<file path="src/rtl/adder_arbiter.sv">
// adder_arbiter: shares one W-bit add/subtract unit between NREQ requesters.
// Each requester owns a one-deep slot. Pending slots are granted round-robin, one per cycle.
module adder_arbiter #(
  parameter int W    = 16,
  parameter int NREQ = 2,
  parameter int PW   = 3
) (
  input  logic              clk,
  input  logic              rst,
  input  logic [NREQ-1:0]   req_start,
  input  logic [NREQ-1:0]   req_op,
  input  logic [NREQ*W-1:0] req_a,
  input  logic [NREQ*W-1:0] req_b,
  output logic [NREQ-1:0]   req_busy,
  output logic [NREQ-1:0]   req_ready,
  output logic [W-1:0]      req_y,
  output logic [NREQ-1:0]   ovf_err,
  output logic [15:0]       op_count
);
  localparam int NSLOT = 1 << PW;

  logic [NREQ-1:0]  pending;
  logic [W-1:0]     a_q [NREQ];
  logic [W-1:0]     b_q [NREQ];
  logic [NREQ-1:0]  op_q;
  logic [PW-1:0]    ptr;
  logic [NSLOT-1:0] pend_ext;
  logic             grant_valid;
  logic [PW-1:0]    grant_idx;
  logic [PW-1:0]    ptr_next;
  logic [NREQ-1:0]  gnt_oh;
  logic [NREQ-1:0]  accept;
  logic [W-1:0]     sel_a;
  logic [W-1:0]     sel_b;
  logic             sel_op;
  logic [W-1:0]     sum;

  // Round-robin search: first pending slot at or after ptr, wrapping modulo NREQ.
  always_comb begin
    pend_ext = {NSLOT{1'b0}};
    pend_ext[NREQ-1:0] = pending;
    grant_valid = 1'b0;
    grant_idx = {PW{1'b0}};
    for (int k = 0; k < NREQ; k++) begin
      if (!grant_valid && pend_ext[PW'((int'(ptr) + k) % NREQ)]) begin
        grant_valid = 1'b1;
        grant_idx = PW'((int'(ptr) + k) % NREQ);
      end else begin
        grant_valid = grant_valid;
      end
    end
    if (grant_idx == PW'(NREQ - 1)) begin
      ptr_next = {PW{1'b0}};
    end else begin
      ptr_next = grant_idx + PW'(1'b1);
    end
  end

  // One-hot grant, start acceptance and the operand mux into the single adder.
  always_comb begin
    sel_a = {W{1'b0}};
    sel_b = {W{1'b0}};
    sel_op = 1'b0;
    for (int i = 0; i < NREQ; i++) begin
      gnt_oh[i] = grant_valid && (grant_idx == PW'(i));
      sel_a = sel_a | (a_q[i] & {W{gnt_oh[i]}});
      sel_b = sel_b | (b_q[i] & {W{gnt_oh[i]}});
      sel_op = sel_op | (op_q[i] & gnt_oh[i]);
    end
    accept = req_start & (~pending | gnt_oh);
    // Subtraction is a + ~b + 1; the carry-in supplies the +1.
    sum = sel_a + (sel_b ^ {W{sel_op}}) + {{(W-1){1'b0}}, sel_op};
  end

  // Slot capture, pending flags and sticky drop errors.
  always_ff @(posedge clk or negedge rst) begin
    if (!rst) begin
      pending <= {NREQ{1'b0}};
      op_q    <= {NREQ{1'b0}};
      ovf_err <= {NREQ{1'b0}};
      for (int i = 0; i < NREQ; i++) begin
        a_q[i] <= {W{1'b0}};
        b_q[i] <= {W{1'b0}};
      end
    end else begin
      pending <= (pending & ~gnt_oh) | accept;
      ovf_err <= ovf_err | (req_start & ~accept);
      for (int i = 0; i < NREQ; i++) begin
        if (accept[i]) begin
          a_q[i]  <= req_a[i*W +: W];
          b_q[i]  <= req_b[i*W +: W];
          op_q[i] <= req_op[i];
        end
      end
    end
  end

  // Execute: register the result, ready pulse, pointer advance and op counter.
  always_ff @(posedge clk or negedge rst) begin
    if (!rst) begin
      ptr       <= {PW{1'b0}};
      req_ready <= {NREQ{1'b0}};
      req_y     <= {W{1'b0}};
      op_count  <= 16'd0;
    end else begin
      req_ready <= gnt_oh;
      if (grant_valid) begin
        req_y    <= sum;
        ptr      <= ptr_next;
        op_count <= op_count + 16'd1;
      end
    end
  end

  assign req_busy = pending;

endmodule

</file>
<file path="config.mk">
export PLATFORM = sky130hd
export DESIGN_NAME = adder_arbiter
export DESIGN_NICKNAME = d
export VERILOG_FILES = /design/src/rtl/adder_arbiter.sv
export SDC_FILE = /design/constraint.sdc
export NUM_CORES = 1
export LEC_CHECK = 0
export CAP_MARGIN = 20
export CORE_MARGIN = 2
export CORE_UTILIZATION = 30
export CTS_CLUSTER_DIAMETER = 200
export DETAILED_ROUTE_END_ITERATION = 7
export GPL_ROUTABILITY_DRIVEN = 0
export PLACE_DENSITY = 0.6
export SETUP_SLACK_MARGIN = 0.05
export SLEW_MARGIN = 40
export SYNTH_ARGS = -nofsm -noshare
export SYNTH_HDL_FRONTEND = slang
export SYNTH_SLANG_ARGS = --single-unit
</file>
<file path="constraint.sdc">
create_clock -name clk -period 3.19 [get_ports clk]
set_input_delay 0.4785 -clock clk [delete_from_list [all_inputs] [get_ports clk]]
set_output_delay 0.4785 -clock clk [all_outputs]
set_load 0.1 [all_outputs]
</file>
Word-level counts from Yosys, hierarchy flattened --
Cells that the tools add are included. W data, S select, Z words.
Word-level totals: bits in registers 105, input port bits 70, word-level logic and storage cells 55
Operators by class: $add $sub $neg 5, $lt $le $gt $ge 2, equality and inequality tests 1, multiplexer cells 10, bitwise gates (word level) 20, reduce and logical (&&, ||, !) cells 5
Operators by type and width (number):
- $and A16 B16 Y16 | 4
- $or A16 B16 Y16 | 2
- $add A16 B1 Y16 | 1
- $add A16 B1 Y16 const B | 1
- $add A16 B16 Y16 | 1
- $xor A16 B16 Y16 | 1
- $mux W1 | 8
- $and A2 B2 Y2 | 3
- $not A2 Y2 | 3
- $or A2 B2 Y2 | 3
- $lt A2 B5 Y1 const B | 1
- $lt A1 B4 Y1 const B | 1
- $eq A3 B1 Y1 const B | 1
- $logic_and A1 B1 Y1 | 3
- $logic_not A3 Y1 | 1
- $mux W3 | 1
- $add A1 B1 Y1 const B | 2
- $and A1 B1 Y1 | 2
- $bmux W1 S2 | 1
- $and A1 B1 Y1 const A | 1
- $logic_not A1 Y1 | 1
- $or A1 B1 Y1 | 1

Logic depth before layout (Yosys ltp) --
word-level depth 14, depth in mapped cells 15

Worst setup path after synthesis --
OpenSTA, ideal clock, no wires.
path type reg-to-reg, start point register pending[0] (netlist: req_busy[0]), end point register req_y[14], setup time 0.120 ns, data arrival time 3.783 ns, required time 3.070 ns, slack -0.713 ns, stages on the path, launching flop included 14, period minus slack after synthesis 3.903 ns, cell sequence dfrtp_1 > or2_1 > buf_2 > clkbuf_1 > buf_1 > nand3_1 > nand2_1 > ha_1 > a2111oi_1 > a21oi_1 > o21ai_1 > a311oi_1 > or3_1 > a31o_2
Between the ends: word-level cells in the longest chain between the ends 13, elaborated cells between the ends (all ways) 27
RTL lines:
- from (decl) | line 22 | logic [NREQ-1:0] pending;
- from (signal assigned) | line 78 | pending <= {NREQ{1'b0}};
- from (signal assigned) | line 86 | pending <= (pending & ~gnt_oh) | accept;
- $mux W1 (implied by the code) (2 in series) | line 45 | if (!grant_valid && pend_ext[PW'((int'(ptr) + k) % NREQ)]) begin
- $mux W1 | line 45
- $logic_not A1 Y1 | line 45
- $logic_and A1 B1 Y1 | line 45
- $mux W3 | line 45
- $eq A3 B1 Y1 or $logic_not A3 Y1 (tied branches) | line 65 | gnt_oh[i] = grant_valid && (grant_idx == PW'(i));
- $logic_and A1 B1 Y1 | line 65
- $and A16 B16 Y16 or $and A1 B1 Y1 (tied branches) | line 67, 68
- $or A16 B16 Y16 or $or A1 B1 Y1 (tied branches) | line 67, 68
- $xor A16 B16 Y16 | line 72 | sum = sel_a + (sel_b ^ {W{sel_op}}) + {{(W-1){1'b0}}, sel_op};
- $add A16 B16 Y16 | line 72
- $add A16 B1 Y16 | line 72
- to (signal assigned) | line 103 | req_y <= {W{1'b0}};
- to (signal assigned) | line 108 | req_y <= sum;
- to (decl) | line 16 | output logic [W-1:0] req_y,
Parallel ways exist; a longest one is shown, timed or not. The select of a mux whose other input is x is not followed. A chain may end at the register's enable or synchronous reset.

Final worst setup path --
Ends and elaborated chain as after synthesis.

==> impl_metrics.ini <==
[timing]
setup_viol = 0
rsz0062_at_grt = true
fmax_mhz = 322.1
worst_slew_pin_slew_ns = 0.5790
finalCritPeriodShare = 0.9733
fin_crit_ns = 3.105
maxSlewViolCount = 0
slew_headroom = 0.6140
holdWs_ns = 0.09189
skew_ns = 0.007477
hold_viol = 0

[critical_path]
critPathMaxFanout = 20
r2r-end = req_y[14]$_DFFE_PN0P_
cp-start-kind = flop
crit_path_top_delay_cell = dfrtp_4
path_class = flop to flop
r2r_start = req_busy[0]$_DFF_PN0_
end_kind = flop
r2r_cells = 12
r2r_slack_ns = 0.09
required_ns = 3.42
crit_family = compound AO/OA/AOI/OAI gates
cp_cell_sequence = or2_4 -> buf_8 -> buf_12 -> nand3_1 -> nand2_1 -> ha_4 -> a2111oi_4 -> a21oi_2 -> o21ai_2 -> a311oi_2 -> or3_1 -> a31o_2
crit_arrival_ns = 3.34
max_stage_delay_ns = 0.53
critPathBufInv = 2

[die]
core_area_mm2 = 0.01730
die_x_um = 137.0
rows = 48
start_util = 0.3067
dieHeight_um = 137.0
fp.dieArea_mm2 = 0.01876
ios = 108

[run]
cap_violations = 0

[clock_tree]
clockBufferDepth = 2
cts.htree.levels = 3
numCtsBuffers = 9
cts.reportedPaths.clkPinSlew_ns = 0.07
postCtsHoldBufs = 0
cts_tree = done
clk_latency_ns = 0.35
clock-root-buffer = clkbuf_16
clock_sinks = 105

[routing]
vias = 4012
firstDrtPassIters = 4
drc = 0
detail_route.vias_per_cell = 4.714
wl_per_cell_um = 15.74
drtIter0Drc = 198
routed_wl_um = 13400
ant_nets = 0

[place]
place_hpwl_um = 9930
portBuffers = 107
dp_cells = 821
place_area_mm2 = 0.006793

[hold_path]
worst_hold_path_type = input pin to asynchronous set/reset pin

[global_route]
grt-ovfl-total = 0
antenna_found_initial = 0
first_global_vias = 4018
grt_max_degree = 62
grt_pass1_wl_um = 20730
track_usage = 0.1430

[power]
vdd_ir_drop_max_v = 0.0008688
p_leak_uw = 0.003233
cellPowerDensity_mw_per_mm2 = 1245

[logic_synthesis]
ys_ff_latch = 105
synth_area_per_cell_um2 = 10.98
netlist_instances = 483
yosysMostFrequentCell = dfrtp_1
synth_ff_type = dfrtp_1
synth.area.top_cells = dfrtp_1 50%, mux2_2 14%, xnor2_1 5.8%
synth.distinct_cells = 51
ys_warn_count = 0
synthTopCellsByCount = 105 x dfrtp_1, 76 x nand2_1, 66 x mux2_2
synth-seq-area-share = 0.4953
yosysTopAreaCell = dfrtp_1
synth_top_area_share = 0.4953
async_flop_share = 1.000
syn-cell-area_mm2 = 0.005305
syn_nets = 569
synth-edff-count = 0

[final_layout]
antenna_cells = 0
multi_input_area_mm2 = 0.002718
layout-drive-gt1-share = 0.3243
seqCellArea_mm2 = 0.002635
nets = 707
fill_cells = 1635
synthToLayoutAreaGrowth_pct = 39.81
stdcell_count = 851
stdcell_area_mm2 = 0.007417

[outcome]
status = finished, final reports clean
-- sequential cells by signal, summed over array words and instances, names as in the netlist --
signal,cells
a_q,32
b_q,32
op_count,16
op_q,2
ovf_err,2
ptr,1
req_busy,2
req_ready,2
req_y,16
-- power breakdown --
group,leakage (uW),switching [uW],internal [uW]
logic,0.00184,3480,2490
registers,0.00124,293,1770
clock network,0.000159,496,712
-- logic make-up after synthesis --
kind of cell / synth area share
adder cells (fa/ha/maj): 0.03915
XOR/XNOR: 0.07099
AO/OA/AOI/OAI: 0.08468
flip-flops: 0.4953
buffers and inverters: 0.02240
multiplexers: 0.1443
AND/OR/NAND/NOR: 0.1432
-- placed cells by master (no fill, tap or decap), types with 2 or more instances in the layout --
master | netlist | final
clkdlybuf4s50_1 | 0 | 68
clkbuf_16 | 0 | 11
a21o_1 | 5 | 5
nand4_1 | 9 | 9
o21a_1 | 5 | 5
ha_1 | 15 | 11
or3_1 | 2 | 2
ha_2 | 0 | 3
nand2_1 | 76 | 72
nand2b_1 | 2 | 2
buf_12 | 0 | 7
xnor2_1 | 35 | 32
mux2_2 | 66 | 66
xnor2_2 | 0 | 2
o21bai_1 | 4 | 3
buf_2 | 5 | 4
inv_1 | 8 | 7
and2_1 | 2 | 2
bufinv_16 | 0 | 2
a21oi_2 | 2 | 5
and3_1 | 3 | 3
dfrtp_4 | 0 | 2
xor2_1 | 8 | 8
a32oi_1 | 2 | 2
a21oi_1 | 18 | 15
o21ai_0 | 8 | 6
nor2_1 | 21 | 21
buf_6 | 0 | 4
nand3b_1 | 2 | 2
buf_4 | 0 | 63
nand3_1 | 32 | 30
dfrtp_1 | 105 | 103
nand2_2 | 0 | 2
o21ai_2 | 0 | 2
o211ai_1 | 3 | 3
-- per-stage QoR --
| stage | TNS (ns) | setup WS (ns) | total power (uW) | utilization |
|---|---|---|---|---|
| detailed placement | -0.004556 | -0.004556 | 7600 | 0.3927 |
| finish | 0 | 0.08508 | 9233 | 0.4288 |
| global placement | 0 | 0.09128 | 7496 | 0.3939 |
| CTS | 0 | 0.05072 | 8894 | 0.4128 |
| floorplan | 0 | 0.01989 | 6136 | - |
| global route | -0.01257 | -0.01257 | 9838 | 0.4288 |
-- layer usage --
layer,up-vias,share of wire,GRT usage
met3,18,0.056,0.03704
met5,-,0,0
met4,0,0.021,0.04582
li1,1961,-,-
met2,100,0.45,0.2164
met1,1933,0.48,0.1993
-- how the worst max path moves through the flow --
| stage | slack (ns) | start | to | cells after the start |
|---|---|---|---|---|
| after floorplan | 0.02 | req_busy[1]$_DFF_PN0_ | req_y[14]$_DFFE_PN0P_ | 15 |
| after global placement | 0.09 | req_busy[1]$_DFF_PN0_ | req_y[14]$_DFFE_PN0P_ | 12 |
| after detailed placement | -0.005 | req_busy[1]$_DFF_PN0_ | req_y[14]$_DFFE_PN0P_ | 12 |
| after CTS | 0.05 | req_busy[0]$_DFF_PN0_ | req_y[14]$_DFFE_PN0P_ | 13 |
| after global routing | -0.01 | req_busy[0]$_DFF_PN0_ | req_y[14]$_DFFE_PN0P_ | 13 |
| final | 0.09 | req_busy[0]$_DFF_PN0_ | req_y[14]$_DFFE_PN0P_ | 12 |
-- area by class of cell --
cell class | instances | area share
multi-input combinational | 348 | 0.3664
sequential | 105 | 0.3553
timing repair buffer | 149 | 0.1920
tap | 225 | 0.03796
clock buffer | 10 | 0.03222
clock inverter | 6 | 0.01215
inverter | 8 | 0.004049
-- timing repair --
action,4_1_cts,5_1_grt
setup endpoints to repair,2,6
resized for setup,5,28
pin swaps,3,21
setup buffers,0,12
gates cloned,0,2
Note: power is estimated with default switching activity, not from simulation.
